### src/rtl/imem_pkg.sv
// Shared types and helpers for the loadable instruction memory.
// Optional build macro: IMEM_WRITE_PROTECT_EN.
package imem_pkg;

  typedef enum logic [1:0] {
    EMPTY,
    LOADING,
    READY
  } state_t;

  localparam logic [31:0] NOP_DEFAULT = 32'h0000_0013;

  // Word-aligned and inside the array, using every upper address bit.
  function automatic logic addr_ok(
    input logic [63:0] addr,
    input logic [63:0] depth
  );
    return (addr[1:0] == 2'b00) && ((addr >> 2) < depth);
  endfunction

endpackage

### src/rtl/imem_array.sv
// DEPTH x DATA_W storage: one sync write port, one registered read port.
// Reset refills every word with FILL.
module imem_array
  import imem_pkg::*;
#(
  parameter int DATA_W = 32,
  parameter int DEPTH = 32,
  parameter int IW = $clog2(DEPTH),
  parameter logic [DATA_W-1:0] FILL = DATA_W'(NOP_DEFAULT)
) (
  input  logic              clk,
  input  logic              reset,
  input  logic              we,
  input  logic [IW-1:0]     waddr,
  input  logic [DATA_W-1:0] wdata,
  input  logic              re,
  input  logic [IW-1:0]     raddr,
  output logic [DATA_W-1:0] rdata
);

  logic [DATA_W-1:0] mem [DEPTH];

  always_ff @(posedge clk) begin
    if (reset) begin
      for (int i = 0; i < DEPTH; i++) begin
        mem[i] <= FILL;
      end
      rdata <= FILL;
    end else begin
      if (we) begin
        mem[waddr] <= wdata;
      end
      if (re) begin
        rdata <= mem[raddr];
      end
    end
  end

endmodule

### src/rtl/imem_loader.sv
// Loadable instruction memory: valid/ready load stream, 1-cycle fetch.
// Optional build macro: IMEM_WRITE_PROTECT_EN.
module imem_loader
  import imem_pkg::*;
#(
  parameter int DATA_W = 32,
  parameter int DEPTH = 32,
  parameter int ADDR_W = 32,
  parameter logic [DATA_W-1:0] NOP_WORD = DATA_W'(NOP_DEFAULT)
) (
  input  logic                       clk,
  input  logic                       reset,
  input  logic                       load_valid,
  output logic                       load_ready,
  input  logic [DATA_W-1:0]          load_data,
  input  logic                       load_last,
  input  logic                       fetch_req,
  input  logic [ADDR_W-1:0]          fetch_addr,
  output logic                       fetch_valid,
  output logic [DATA_W-1:0]          fetch_instr,
  output logic                       fetch_fault,
  output logic                       loaded,
  output logic [$clog2(DEPTH+1)-1:0] load_count
);

  localparam int IW = $clog2(DEPTH);
  localparam int CW = $clog2(DEPTH+1);

  state_t            state;
  logic [IW-1:0]     ptr;
  logic [IW-1:0]     wptr;
  logic              accept;
  logic              restart;
  logic              beat_end;
  logic              fault;
  logic              fault_q;
  logic [DATA_W-1:0] rdata;

`ifdef IMEM_WRITE_PROTECT_EN
  assign load_ready = (state != READY);
  assign restart    = 1'b0;
`else
  assign load_ready = 1'b1;
  assign restart    = (state == READY);
`endif

  assign accept   = load_valid && load_ready;
  assign wptr     = restart ? '0 : ptr;
  assign beat_end = load_last || (wptr == IW'(DEPTH-1));

  assign fault = (state != READY)
              || !addr_ok(64'(fetch_addr), 64'(DEPTH));

  assign loaded      = (state == READY);
  assign fetch_fault = fault_q;
  assign fetch_instr = fault_q ? NOP_WORD : rdata;

  always_ff @(posedge clk) begin
    if (reset) begin
      state       <= EMPTY;
      ptr         <= '0;
      load_count  <= '0;
      fetch_valid <= 1'b0;
      fault_q     <= 1'b0;
    end else begin
      if (accept) begin
        ptr   <= wptr + IW'(1);
        state <= beat_end ? READY : LOADING;
        if (restart) begin
          load_count <= CW'(1);
        end else if (load_count != CW'(DEPTH)) begin
          load_count <= load_count + CW'(1);
        end
      end
      fetch_valid <= fetch_req;
      if (fetch_req) begin
        fault_q <= fault;
      end
    end
  end

  imem_array #(
    .DATA_W(DATA_W),
    .DEPTH (DEPTH),
    .IW    (IW),
    .FILL  (NOP_WORD)
  ) u_array (
    .clk  (clk),
    .reset(reset),
    .we   (accept),
    .waddr(wptr),
    .wdata(load_data),
    .re   (fetch_req),
    .raddr(fetch_addr[IW+1:2]),
    .rdata(rdata)
  );

endmodule

### config.mk
export PLATFORM = sky130hd
export DESIGN_NAME = imem_loader
export DESIGN_NICKNAME = d
export VERILOG_FILES = /design/src/rtl/imem_pkg.sv /design/src/rtl/imem_array.sv /design/src/rtl/imem_loader.sv
export SDC_FILE = /design/constraint.sdc
export NUM_CORES = 1
export LEC_CHECK = 0
export CORE_MARGIN = 1.5
export CORE_UTILIZATION = 55
export CTS_BUF_LIST = sky130_fd_sc_hd__clkbuf_4 sky130_fd_sc_hd__clkbuf_8
export DETAILED_ROUTE_END_ITERATION = 7
export DONT_BUFFER_PORTS = 1
export MAX_ROUTING_LAYER = met4
export PLACE_DENSITY = 0.7
export SLEW_MARGIN = 20
export SYNTH_ARGS = -nofsm -noshare
export SYNTH_HDL_FRONTEND = slang
export SYNTH_SLANG_ARGS = --single-unit
export TNS_END_PERCENT = 5
### constraint.sdc
create_clock -name clk -period 4.4 [get_ports clk]
set_input_delay 1.32 -clock clk [delete_from_list [all_inputs] [get_ports clk]]
set_output_delay 1.32 -clock clk [all_outputs]
set_load 0.005 [all_outputs]
==> impl_metrics.csv, run 1 <==
group,metric,value,unit
status,status,"finished, violations left",
status,violations,"slew limit",
global_route,gr-usage-met1,36.5,%
timing,finalCritPeriodShare,82.8,%
critical_path,worstPathArrival,4.35,ns
global_route,grt_usage,28.3,%
timing,period_minus_slack,3.65,ns
cts,numCtsBuffers,175,
floorplanning,fp.dieH,303,um
cells_and_area,finish.instance_area,0.0538,mm2
cts,tritoncts,"done",
timing,tns,0,ns
yosys,ys_top_cells_by_area,"edfxtp_1, and2_1, mux2i_1, a22oi_1, clkbuf_1",
power,p_switching,4840,uW
critical_path,critPathMaxStageDelay,1.34,ns
yosys,yosys-top-cells-count,"edfxtp_1, and2_1, mux2i_1",
placed_design,routabilityCongestion,0.928,
critical_path,cp-start-kind,"primary input",
critical_path,cp.required,5.10,ns
cts,clockRootBuffer,"clkbuf_8",
placed_design,io_buffers,0,
cts,cts_resized,0,
global_route,grtUsageMet2,44.4,%
power,internal-power,16700,uW
placed_design,place_ws,0.684,ns
timing,whs,0.491,ns
yosys,synth.net_count,3699,
critical_path,timing.critical_path.buf_inv,0,
floorplanning,fp.dieW,303,um
drt,viasPerCell,6.05,
critical_path,crit_path_end_kind,"flip-flop",
yosys,synth_area_leader_cell,"edfxtp_1",
power,p_comb_share,5.5,%
timing,hold_viol,0,
yosys,syn_area,0.0495,mm2
cts,clockBufferDepth,3,
yosys,synth.distinct_cells,48,
yosys,yosysTopAreaCellShare,62.2,%
yosys,synth_seq_cells,1071,
floorplanning,rows,109,
timing,maxSlewViolCount,234,
global_route,grt_max_degree,501,
cells_and_area,area_growth,8.76,%
critical_path,critPathKind,"in -> reg",
floorplanning,die-area,0.0917,mm2
drt,wirelength,125000,um
critical_path,cp_cell_sequence,"mux4_2, mux2i_1, nor2_1, a311oi_1, o21ai_0",
placed_design,dp.final_hpwl,76100,um
timing,setup_viol,0,
global_route,grt_pass1_vias,29600,
yosys,synth_warnings,0,
drt,ant_nets,0,
power,p_sw_share,22.5,%
drt,drc,0,
power,ir_worst_vdd,294,uV
global_route,grt-ovfl-total,0,
timing,finalClockSkew,0.0280,ns
timing,slew_headroom,-57.9,%
timing,worst_pin_slew,2.37,ns
yosys,synth-main-ff-cell,"edfxtp_1",
global_route,grt_busiest_layer,"met2",
yosys,async_flop_share,0,%
power,power.leakage,0.0201,uW
cts,clock-sinks,1071,
worst_hold_path,min_path_type,"reg -> reg",
timing,finalWorstSetupSlack,0.755,ns
global_route,antenna_found_initial,2,
cts,hold_buffers,0,
power,power_frac_seq,54.0,%
cts,htreeDepth,4,
drt,vias,29300,
timing,rsz0062_at_grt,"false",
floorplanning,start_util,55.7,%
power,power,21500,uW
cells_and_area,fill_cells,6713,
floorplanning,core_area,0.0888,mm2
yosys,synth_edf_count,1024,
timing,timing.fmax,274,MHz
power,power.clock.fraction,40.5,%
global_route,grt_pass1_wl,185000,um
drt,drtPass1Iterations,7,
critical_path,path_delay_family,"multiplexers",
cells_and_area,drive_gt1_share,14.1,%
drt,drtIter0Drc,2826,
floorplanning,ios,111,
cts,clk_latency,0.83,ns
cts,post-cts-setup-buffers,0,
critical_path,critPathSlowestCell,"mux4_2",
placed_design,placed_cell_area,0.0503,mm2
power,powerDensity,400,mW/mm2
run,maxCapViolations,0,
cts,cts.clk_slew.worst_paths,0.06,ns
yosys,seq_area_frac_synth,64.1,%
global_route,use_met3,4.95,%
yosys,avgSynthCellArea,13.7,um2
yosys,syn_inst,3623,
drt,routedWlPerCell,25.9,um
critical_path,critPathMaxFanout,500,
cells_and_area,nNetsFinal,3604,
yosys,yosysMostFrequentCell,"edfxtp_1",
==> through the flow <==
step,util (%),cells
after global placement,56.6,4515
final,60.6,4842
after detailed placement,56.6,4516
after CTS,60.6,4840
after floorplan,-,3623
after global routing,60.6,4842
==> worst paths after layout <==
check | from | to | slack, ns | cells past startpoint
setup / recovery | fetch_addr[2] | u_array.rdata[0] | 0.75 | 5
hold / removal | ptr[0] | ptr[0] | 0.49 | 2
hold reg to reg | ptr[0] | ptr[0] | 0.49 | 2
setup reg to reg | state[0] | u_array.mem[9][16] | 1.25 | 6
==> cell families (layout without fill, tap and decap cells) <==
kind of cell | Yosys count | in the layout | share of synthesized area, %
xor+xnor | 3 | 3 | 0.0531
flops | 1071 | 1071 | 64.1
simple gates | 1248 | 1248 | 15.4
buf+inv | 371 | 423 | 3.57
fa+ha+maj | 7 | 7 | 0.177
mux | 509 | 509 | 10.6
other cells | 1 | 3 | 0.00758
compound gates | 413 | 413 | 6.12
==> flip-flops by register name, indices dropped and copies added, names as in the netlist <==
| register | count |
|---|---|
| load_count | 6 |
| fetch_valid | 1 |
| ptr | 5 |
| fetch_fault | 1 |
| state | 2 |
| u_array.mem | 1024 |
| u_array.rdata | 32 |
==> cells in the final DEF (no fill, tap or decap), types with 4 or more instances in the layout <==
cell type,instances
edfxtp_1,1024
and2_1,930
mux2i_1,493
a22oi_1,213
clkbuf_8,189
a21oi_1,125
or3_1,98
clkbuf_4,69
buf_4,69
nor2_1,50
dfxtp_1,47
or2_2,36
clkinv_1,33
nor2_2,32
nor2b_1,29
or4_1,29
a211oi_2,28
buf_12,23
a22oi_2,19
clkinv_2,18
nand2_1,13
mux4_2,12
inv_1,7
nor4_1,7
ha_1,7
clkinvlp_4,7
a22o_1,6
o21ai_0,6
nand4_1,5
nor3_1,4
mux2_2,4
a221oi_1,4
==> worst min-delay path, stage by stage, from the launching register on <==
cell	delay, ns
dfxtp_1	0.31
nor2_1	0.08
a211oi_1	0.05
==> power groups by stage <==
stage	Combinational [uW]	Sequential, uW	Clock [uW]
6_report	1190	11600	8710
5_1_grt	1240	11600	9260
4_1_cts	1160	11600	8820
3_5_place_dp	1160	11800	0
3_3_place_gp	1130	11800	0
2_1_floorplan	983	11800	0
==> area by class of cell <==
type	instances	area (um2)	area share [%]
timing repair buffer	92	978	1.82
antenna	2	5.00	0.00930
multi-input combinational	2181	16100	30.0
clock buffer	258	3120	5.80
inverter	7	26.3	0.0488
tap	1165	1460	2.71
sequential	1071	31700	58.9
clock inverter	66	408	0.758
==> metal layers <==
| metal | wire [um] | vias up |
|---|---|---|
| li1 | - | 13000 |
| met1 | 50300 | 14700 |
| met2 | 60700 | 1253 |
| met3 | 9710 | 255 |
| met4 | 4670 | 0 |
| met5 | 0 | - |
Note: power is estimated with default switching activity, not from simulation.
==> run 2: changes to the inputs <==
--- a/config.mk
+++ b/config.mk
@@ -11,7 +11,7 @@
 export DETAILED_ROUTE_END_ITERATION = 7
 export DONT_BUFFER_PORTS = 1
 export MAX_ROUTING_LAYER = met4
-export PLACE_DENSITY = 0.7
+export PLACE_DENSITY = 0.73
 export SLEW_MARGIN = 20
 export SYNTH_ARGS = -nofsm -noshare
 export SYNTH_HDL_FRONTEND = slang
==> constraint.sdc (replaced) <==
create_clock -name clk -period 3.2 [get_ports clk]
set_input_delay 0.96 -clock clk [delete_from_list [all_inputs] [get_ports clk]]
set_output_delay 0.96 -clock clk [all_outputs]
set_load 0.005 [all_outputs]
==> run 2 against run 1 <==
Register-to-register slack worse by 0.94 ns. Critical endpoint is now u_array.rdata[5]. Wire length is 0.18% lower. Die area stayed put. Power is 37% higher. Via count is 0.13% higher. Non-clock buffer count is 6 lower. The run now ends clean. First-iteration DRC count is 11% higher.
==> impl_metrics.csv, run 2 (synthesis gave the netlist of run 1 again) <==
group,metric,value,unit
global_route,antenna_found_initial,3,
cts,clockBufferDepth,3,
critical_path,critPathMaxFanout,60,
cts,cts.clk_slew.worst_paths,0.06,ns
timing,finalClockSkew,0.0489,ns
drt,drtIter0Drc,3130,
critical_path,r2r_start,"state[0]",
cts,hold_buffers,0,
critical_path,cp-start-kind,"primary input",
cells_and_area,area_growth,8.47,%
cts,post-cts-setup-buffers,0,
timing,finalCritPeriodShare,95.3,%
cells_and_area,post-route-util,60.4,%
timing,setup_viol,0,
floorplanning,core_area,0.0888,mm2
cells_and_area,mostFrequentLayoutCells,"edfxtp_1, and2_1, mux2i_1, a22oi_1, clkbuf_8",
cts,tritoncts,"done",
power,ir_worst_vdd,411,uV
critical_path,critPathKind,"in -> reg",
critical_path,endpoint,"u_array.rdata[5]",
cells_and_area,drive_gt1_share,13.7,%
status,status,"completed",
critical_path,reg2reg_slack,0.31,ns
timing,timing.fmax,328,MHz
cells_and_area,nNetsFinal,3597,
critical_path,worstPathArrival,3.79,ns
global_route,grt-ovfl-total,0,
timing,hold_viol,0,
drt,viasPerCell,6.08,
placed_design,dp.final_hpwl,74200,um
drt,drc,0,
placed_design,routabilityCongestion,0.842,
global_route,grt_max_degree,501,
critical_path,rr_endpoint,"u_array.mem[8][14]",
power,powerDensity,548,mW/mm2
drt,ant_nets,0,
placed_design,placed_cell_area,0.0500,mm2
drt,routedWlPerCell,26.0,um
critical_path,cp.required,3.94,ns
power,power,29400,uW
global_route,grt_pass1_wl,182000,um
floorplanning,start_util,55.7,%
critical_path,reg2regPathDepth,8,
timing,tns,0,ns
drt,vias,29300,
floorplanning,ios,111,
cells_and_area,final_common_cell,"edfxtp_1",
global_route,grt_usage,27.8,%
cells_and_area,largest_reg_flops,1024,
critical_path,cp-startpoint,"fetch_addr[2]",
worst_hold_path,min_path_type,"in -> reg",
cells_and_area,finish.instance_area,0.0537,mm2
cts,htreeDepth,4,
cts,numCtsBuffers,174,
cts,clk_latency,0.85,ns
floorplanning,rows,109,
timing,rsz0062_at_grt,"false",
critical_path,crit_path_end_kind,"flip-flop",
placed_design,place_ws,0.211,ns
floorplanning,fp.dieH,303,um
placed_design,io_buffers,0,
timing,worst_pin_slew,1.08,ns
timing,period_minus_slack,3.05,ns
cts,clockRootBuffer,"clkbuf_8",
timing,maxSlewViolCount,0,
cts,cts_resized,0,
global_route,grt_pass1_vias,30000,
run,maxCapViolations,0,
floorplanning,die-area,0.0917,mm2
power,power.leakage,0.0201,uW
timing,finalWorstSetupSlack,0.152,ns
drt,drtPass1Iterations,5,
cts,clock-sinks,1071,
drt,wirelength,125000,um
cells_and_area,largest-register,"u_array.mem",
timing,slew_headroom,28.1,%
floorplanning,fp.dieW,303,um
cells_and_area,reg_top3,"u_array.mem x1024, u_array.rdata x32, load_count x6",
run 2: cell type report:
class	instances	area, um2
Antenna cell	4	10.0
Clock buffer	257	3070
Clock inverter	53	350
Fill cell	6631	35100
Inverter	7	26.3
Multi-Input combinational cell	2181	16100
Sequential cell	1071	31700
Tap cell	1165	1460
Timing Repair Buffer	86	938
run 2: layer usage:
layer,GRT usage [%],routed length [um]
met2,43.8,60000
met3,5.84,10700
met5,-,0
met1,35.1,49600
met4,11.3,4900
run 2: worst max-delay path, stage by stage:
cell and delay, ns:
buf_16 0.39, buf_16 0.37, buf_16 0.38, mux2i_1 0.15, a22oi_1 0.25, a21oi_1 0.18, or4_1 0.64, a211oi_2 0.25
run 2: report_power, final:
| part | internal [uW] | switching [uW] |
|---|---|---|
| Clock | 6190 | 5510 |
| Combinational | 600 | 1120 |
| Sequential | 15800 | 187 |
| Total | 22600 | 6820 |
run 2: per-stage QoR:
| stage | instances | hold slack [ns] |
|---|---|---|
| 6_report | 4824 | 0.195 |
| 2_1_floorplan | 3623 | 0.434 |
| 3_3_place_gp | 4503 | 0.468 |
| 3_5_place_dp | 4503 | 0.481 |
| 4_1_cts | 4813 | 0.142 |
| 5_1_grt | 4822 | 0.152 |
run 2: worst min path at each step:
stage / startpoint / to / slack [ns] / cells after the start
after floorplan: u_array.rdata[0] / u_array.rdata[0] / 0.43 / 2
final: reset / ptr[4] / 0.19 / 1
after detailed placement: ptr[0] / ptr[0] / 0.48 / 2
after global placement: state[0] / state[0] / 0.47 / 2
after CTS: reset / ptr[4] / 0.14 / 1
after global routing: reset / ptr[4] / 0.15 / 1
